**config.mk**
```make
export PLATFORM = sky130hd
export DESIGN_NAME = weight_update
export DESIGN_NICKNAME = d
export VERILOG_FILES = /design/src/rtl/weight_update.sv
export SDC_FILE = /design/constraint.sdc
export NUM_CORES = 1
export LEC_CHECK = 0
export BUFFER_PORTS_ARGS = -buffer_cell sky130_fd_sc_hd__clkbuf_2
export CORE_AREA = 4 4 254 256
export DETAILED_ROUTE_END_ITERATION = 8
export DIE_AREA = 0 0 258 260
export HOLD_SLACK_MARGIN = 0.03
export PLACE_DENSITY = 0.76
export SETUP_SLACK_MARGIN = 0.02
export SYNTH_ARGS = -nofsm -noshare
export SYNTH_HDL_FRONTEND = slang
export SYNTH_SLANG_ARGS = --single-unit
```
**constraint.sdc**
```tcl
create_clock -name CLK -period 7.9 [get_ports CLK]
set_input_delay 1.58 -clock CLK [delete_from_list [all_inputs] [get_ports CLK]]
set_output_delay 1.58 -clock CLK [all_outputs]
set_load 0.005 [all_outputs]
```
**src/rtl/weight_update.sv**
```systemverilog
// Weight-update engine: reads one 256-bit weight word, applies w -= (d*x)>>>SHIFT with saturation, writes it back.
// Latency N+5 cycles from start (N = 24 or 12); no backpressure, start is ignored while busy.
module weight_update #(
  parameter int WWIDTH = 8,
  parameter int SHIFT  = 4
) (
  input  logic         CLK,
  input  logic         RST_N,
  input  logic         start,
  input  logic         layer,
  input  logic [8:0]   x0,
  input  logic [8:0]   x1,
  input  logic [8:0]   x2,
  input  logic [8:0]   x3,
  input  logic [8:0]   v0,
  input  logic [8:0]   v1,
  input  logic [8:0]   v2,
  input  logic [8:0]   v3,
  input  logic [8:0]   v4,
  input  logic [8:0]   v5,
  input  logic [8:0]   d0,
  input  logic [8:0]   d1,
  input  logic [8:0]   d2,
  input  logic [8:0]   d3,
  input  logic [8:0]   d4,
  input  logic [8:0]   d5,
  input  logic [255:0] mem_rdata,
  output logic [3:0]   mem_addr,
  output logic [255:0] mem_wdata,
  output logic         mem_we,
  output logic         busy,
  output logic         done
);

  localparam int AW = WWIDTH + 19;
  localparam logic signed [AW-1:0] W_MAX = {{(AW-WWIDTH+1){1'b0}}, {(WWIDTH-1){1'b1}}};
  localparam logic signed [AW-1:0] W_MIN = {{(AW-WWIDTH+1){1'b1}}, {(WWIDTH-1){1'b0}}};

  typedef enum logic [2:0] {IDLE, WAIT, LATCH, UPD, WR, DONE} state_t;

  state_t         r_state;
  state_t         w_next;
  logic           r_layer;
  logic [3:0]     r_addr;
  logic [255:0]   r_buf;
  logic [4:0]     r_k;
  logic [2:0]     r_i;
  logic [2:0]     r_j;
  logic [8:0]     r_x [4];
  logic [8:0]     r_v [6];
  logic [8:0]     r_d [6];

  logic [4:0]              w_n;
  logic [2:0]              w_ilast;
  logic [8:0]              w_op;
  logic [8:0]              w_dj;
  logic [7:0]              w_pos;
  logic [WWIDTH-1:0]       w_old;
  logic signed [17:0]      w_prod;
  logic signed [17:0]      w_step;
  logic signed [AW-1:0]    w_wext;
  logic signed [AW-1:0]    w_sext;
  logic signed [AW-1:0]    w_diff;
  logic [WWIDTH-1:0]       w_new;

  assign w_n     = r_layer ? 5'd12 : 5'd24;
  assign w_ilast = r_layer ? 3'd5 : 3'd3;
  assign w_op    = r_layer ? r_v[r_i] : r_x[r_i[1:0]];
  assign w_dj    = r_d[r_j];
  assign w_pos   = 8'(WWIDTH * int'(r_k));
  assign w_old   = r_buf[w_pos +: WWIDTH];

  // Full-precision product, floor shift, then subtract with enough headroom to saturate exactly.
  assign w_prod  = $signed({{9{w_dj[8]}}, w_dj}) * $signed({{9{w_op[8]}}, w_op});
  assign w_step  = w_prod >>> SHIFT;
  assign w_wext  = {{(AW-WWIDTH){w_old[WWIDTH-1]}}, w_old};
  assign w_sext  = {{(AW-18){w_step[17]}}, w_step};
  assign w_diff  = w_wext - w_sext;
  assign w_new   = (w_diff > W_MAX) ? W_MAX[WWIDTH-1:0] :
                   (w_diff < W_MIN) ? W_MIN[WWIDTH-1:0] : w_diff[WWIDTH-1:0];

  always_ff @(posedge CLK or negedge RST_N) begin
    if (!RST_N) r_state <= IDLE;
    else        r_state <= w_next;
  end

  always_comb begin
    w_next = r_state;
    case (r_state)
      IDLE:    if (start) w_next = WAIT;
      WAIT:    w_next = LATCH;
      LATCH:   w_next = UPD;
      UPD:     if (r_k == w_n) w_next = WR;
      WR:      w_next = DONE;
      DONE:    w_next = IDLE;
      default: w_next = IDLE;
    endcase
  end

  always_comb begin
    mem_we = (r_state == WR);
    done   = (r_state == DONE);
    busy   = (r_state != IDLE);
  end

  assign mem_addr  = r_addr;
  assign mem_wdata = r_buf;

  always_ff @(posedge CLK or negedge RST_N) begin
    if (!RST_N) begin
      r_layer <= 1'b0;
      r_addr  <= '0;
      r_buf   <= '0;
      r_k     <= '0;
      r_i     <= '0;
      r_j     <= '0;
      for (int n = 0; n < 4; n++) r_x[n] <= '0;
      for (int n = 0; n < 6; n++) r_v[n] <= '0;
      for (int n = 0; n < 6; n++) r_d[n] <= '0;
    end else begin
      case (r_state)
        IDLE: if (start) begin
          r_layer <= layer;
          r_addr  <= {3'b000, layer};
          r_x[0] <= x0; r_x[1] <= x1; r_x[2] <= x2; r_x[3] <= x3;
          r_v[0] <= v0; r_v[1] <= v1; r_v[2] <= v2;
          r_v[3] <= v3; r_v[4] <= v4; r_v[5] <= v5;
          r_d[0] <= d0; r_d[1] <= d1; r_d[2] <= d2;
          r_d[3] <= d3; r_d[4] <= d4; r_d[5] <= d5;
        end
        LATCH: begin
          r_buf <= mem_rdata;
          r_k   <= '0;
          r_i   <= '0;
          r_j   <= '0;
        end
        // r_k == N is a one-cycle drain that lines the write up with its fixed slot.
        UPD: if (r_k != w_n) begin
          r_buf[w_pos +: WWIDTH] <= w_new;
          r_k <= r_k + 5'd1;
          if (r_i == w_ilast) begin
            r_i <= '0;
            r_j <= r_j + 3'd1;
          end else begin
            r_i <= r_i + 3'd1;
          end
        end
        default: ;
      endcase
    end
  end

endmodule
```
Yosys cells after proc, flatten, opt, wreduce, memory -nomap -nowiden. Index checks and enable logic that the tools add are counted.

Flip-flop bits (word level): 415. Bits of input ports: 404. Output and inout port bits: 263. Logic and storage cells: 86.

$add $sub $neg: 5. $mul: 1. $lt $le $gt $ge: 5. Equal/unequal tests: 12. Shift operators: 3. Mux-type cells: 28. Bitwise gates (word level): 3. Reduce and logical (&&, ||, !) cells: 7.

Operator list (number): case mux 256 bit (2 select lines) (1); bitwise mux 256 bit (1); two-way mux 256 bit (1); variable shift 8 x 10 -> 256 bit (first input constant) (1); variable part select 256 x 9 -> 8 bit (1); variable part select 8 x 10 -> 256 bit (1); two-way mux 9 bit (7); binary-select mux 9 bit (select 3 bit) (2); two-way mux 3 bit (7); binary-select mux 9 bit (select 2 bit) (1); multiplier 9 x 9 -> 18 bit (1); two-way mux 8 bit (2); > comparator 15 x 8 -> 1 bit (second input constant) (1); < comparator 15 x 8 -> 1 bit (second input constant) (1); case mux 3 bit (5 select lines) (1); subtractor 8 x 14 -> 15 bit (1); case mux 3 bit (2 select lines) (2); two-way mux 5 bit (2); negation 8 -> 10 bit (1); case mux 5 bit (2 select lines) (1); >= comparator 4 bit (second input constant) (2); inequality test 2 bit (second input constant) (4); NOT 3 -> 4 bit (2); adder 3 x 1 -> 3 bit (second input constant) (2); 14 further kinds (18).

Logic depth before layout (Yosys ltp).
Word-level depth: 14. Gate-level depth with buffers: 40. Gate-level depth less buffers: 33.

Worst setup path before layout. OpenSTA, ideal clock, no wires.

Path type: reg-to-reg. Start point: reg r_i[0]. End point: reg r_buf[114] (netlist: mem_wdata[114]). Library setup time: 138 ps. Arrival: 8370 ps. Required time: 7762 ps. Setup slack: -608 ps. Cell stages (with the launch flop): 34. Buffers on the path: 5. Period minus slack after synthesis: 8508 ps. Path through: dfrtp_1 > clkbuf_1 > buf_2 > mux4_2 > o21ai_0 > inv_1 > and2_1 > fa_1 > inv_1 > fa_1 > inv_1 > fa_1 > fa_1 > inv_1 > fa_1 > inv_1 > ha_1 > nand2b_1 > a21boi_0 > o311a_1 > or3_1 > o311a_1 > xnor2_1 > ha_1 > or3_1 > and2_1 > a2111oi_0 > o211a_1 > a31oi_4 > buf_6 > a21oi_2 > buf_4 > buf_6 > o22ai_1.

Word-level cells in the longest chain between the ends: 14. Elaborated cells on any way between the ends: 19. Those cells by class: add/sub (1); mul (1); order compare (2); shift (1); mux (12); bitwise (2).

Ends and longest elaborated chain: start: declaration (line 47) `logic [2:0] r_i;`; start signal: assignment (line 145) `r_i <= r_i + 3'd1;`; NOT 3 -> 4 bit (implied by the code) / NOT 2 -> 3 bit (equally long branches) (line 68) `assign w_op = r_layer ? r_v[r_i] : r_x[r_i[1:0]];`; binary-select mux 9 bit (select 3 bit) / binary-select mux 9 bit (select 2 bit) (equally long branches) (line 68); two-way mux 9 bit (implied by the code) (2 in series) (line 68); two-way mux 9 bit (*) (line 68); multiplier 9 x 9 -> 18 bit (*) (line 74) `assign w_prod = $signed({{9{w_dj[8]}}, w_dj}) * $signed({{9{w_op[8]}}, w_op});`; subtractor 8 x 14 -> 15 bit (*) (line 78) `assign w_diff = w_wext - w_sext;`; < comparator 15 x 8 -> 1 bit (line 80) `(w_diff < W_MIN) ? W_MIN[WWIDTH-1:0] : w_diff[WWIDTH-1:0];`; two-way mux 8 bit (line 80); two-way mux 8 bit (*) (line 79) `assign w_new = (w_diff > W_MAX) ? W_MAX[WWIDTH-1:0] :`; variable part select 8 x 10 -> 256 bit (*) (line 139) `r_buf[w_pos +: WWIDTH] <= w_new;`; bitwise mux 256 bit (*) (line 139); two-way mux 256 bit (*) (line 138) `UPD: if (r_k != w_n) begin`; case mux 256 bit (2 select lines) (*) (line 121) `case (r_state)`; end signal: assignment (line 132) `r_buf <= mem_rdata;`; end signal: indexed assignment (line 139); end: declaration (line 45) `logic [255:0] r_buf;`.

Mark *: on every way between the ends. The rest lies on a longest branch, timed or not. The select of a mux whose other input is x is not followed. A chain may end at the register's enable or synchronous reset.

Final worst setup path.
Start point: reg r_i[0]. End point: reg r_buf[180] (netlist: mem_wdata[180]).

Same word-level chain as after synthesis.

==> run metrics <==
Syn Area/Cell about 11 um2; kind of critical path reg -> reg; Reg clk slew, reported paths about 0.070 ns; Max Cap Viol 0; aggregate global routing overflow 0; worst min-delay path class reg -> reg; post-synthesis cell type count 73; GRT Util Overall between 30% and 40%; Worst Setup Slack, final -0.2336 ns; Skew-Pair Late Insertion Delay 0.62 ns; number of I/O port buffers about 660; largest net degree at the start of global routing 170; final-stage net count 3587; top post-synthesis cells by count 415 x dfrtp_1, 222 x o21ai_0, 194 x a21oi_1, 162 x nand2_1, 145 x mux2_2; relative max-transition margin about 17%; CTS tree built; crit path buf inv count 8; most common cell in the netlist dfrtp_1; RSZ-0062 raised after global routing yes; die extent in x between 200 and 300 um; status complete, but fails checks; Pre-antenna DRT Iters 8; Synth area leader dfrtp_1; startpoint types register; die area ~67000 um2; DRT antenna net count 0; first-pass GRT wire length 156.2 mm; Tcrit/Tclk final 103.0%; Crit Path Max Fanout 7; cell row count just over 90; vias in the first global route 24.07k; dpl hpwl ~80 mm; FMAX around 120 MHz; Fin. Hold Viols 0; cts hold-fix bufs 0; CP arrival 8.59 ns; Post-Syn Area between 20000 and 25000 um2; WL final approximately 110 mm; max-slew violations 0; Max Buffers Root-to-Sink 3; post-place setup slack -0.3147 ns; CTS Root Cell clkbuf_16; max incr delay on CP between 0.5 and 0.6 ns; Worst-Margin Slew between 1 and 1.5 ns; Top delay family on crit path adder cells; slowest CP cell fa_1; number of synthesized flops with an enable pin 0; most frequent cell on the critical path fa_1; wire per inst ~28 um; Starting DRT DRC Count a little over 3k; Synth Instances approximately 2.3k; DRC violations left 0; Starting Density between 30% and 40%; top-level I/O count between 600 and 700; Crit. Startpoint r_i[0]; # clock sinks 415; GPL Wtd Cong ~1; Die Ht approximately 260 um; Area Growth Syn to Fin 32.17%; WP data required approximately 8.4 ns; Final min period 8.134 ns; FF+latch count, synth between 400 and 500; Seq/Total Area, Yosys 42.13%; final hold slack just over 0.5 ns; dominant cells by area after synthesis dfrtp_1 42%, mux4_2 9.8%, mux2_2 6.6%; vias per cell just over 6; Critical Path End Type register; Yosys warnings 0; share of async-settable or async-resettable flops after synthesis 100.0%; layout cells sized above 1 44.08%; CTS Buf Count 45; antenna violations before repair 15; Core Area 62500 um2; top-area cell type share of the netlist area roughly 42%; Worst Skew 0.03729 ns; Hold Crit Start r_d[28]; Synth Flop Type dfrtp_1; launching point of the worst reg2reg path r_i[0]; setup_tns -30.09 ns; post-layout util roughly 52%; Vias around 24k; setup violators final around 220; reg-to-reg setup timing slack -0.23 ns; H-tree depth 2; failing checks setup timing
-- layer usage --
layer	wire, um	vias up	GRT usage (%)
met5	31	-	0
met4	7097	4	15.28
met3	13020	431	9.524
met2	51020	1822	49.78
met1	38660	11910	38.42
li1	-	9992	-
-- registers in the layout (all words and copies together), names as in the netlist --
register,flops
r_state,3
mem_wdata,256
r_i,3
r_k,5
r_layer,1
r_v,54
r_d,54
r_j,3
r_x,36
-- through the flow --
step | cells | cell area [um2]
finish | 3948 | 32580
global placement | 3818 | 29840
global route | 3947 | 32580
CTS | 3922 | 31940
detailed placement | 3818 | 29840
floorplan | 2305 | 24730
-- kinds of logic after synthesis --
kind of cell,count (synthesis),share of synthesized area [%]
AOI/OAI and AO/OA,664,16.11
and+or+nand+nor,519,10.11
DFF,415,42.13
muxes,278,17.46
buffers and inverters,265,4.335
adders and majority gates,127,8.609
xor gates and xnor gates,34,1.239
other,1,0.01521
-- worst paths after layout --
check                            endpoint  cells past startpoint
max                        mem_wdata[180]                     33
min                               r_d[28]                      1
max reg2reg                mem_wdata[180]                     33
min reg2reg                       r_d[28]                      1
max in group asynchronous  mem_wdata[231]                      2
min in group asynchronous  mem_wdata[158]                      1
-- placed cells by master (no fill, tap or decap), types with 10 or more instances in the layout --
cell	instances
nand2_1	153
o21ai_0	74
buf_4	147
clkbuf_2	662
xnor2_1	17
mux4_2	107
a32oi_1	44
o21ai_2	72
clkbuf_16	48
mux2_2	145
buf_6	18
o211ai_1	15
a21oi_1	183
inv_2	18
o22ai_1	40
a22oi_1	27
xor2_1	16
diode_2	10
a31oi_1	13
nand2b_1	15
and3_1	123
dfrtp_1	410
buf_12	14
nor2_1	131
inv_1	97
nor3_1	17
ha_1	50
o21ai_1	99
mux2i_1	26
or3_1	13
fa_1	70
-- layout make-up --
cell class	count	area [um2]
Inverter	116	435.4
Multi-Input combinational cell	1625	13950
Timing Repair Buffer	853	5172
Sequential cell	415	10390
Clock buffer	60	1262
Clock inverter	23	284.0
Fill cell	5471	29930
Tap cell	846	1059
Antenna cell	10	25.02
-- what timing repair did --
item                       4_1_cts  5_1_grt
buffers inserted                18       14
cloned                           5        4
pin swaps                       58       74
gates resized for setup        166      170
setup endpoints to repair      245      256
Power is not shown: default switching activity piles up to over one toggle a cycle in this logic, so the estimate is an artifact.
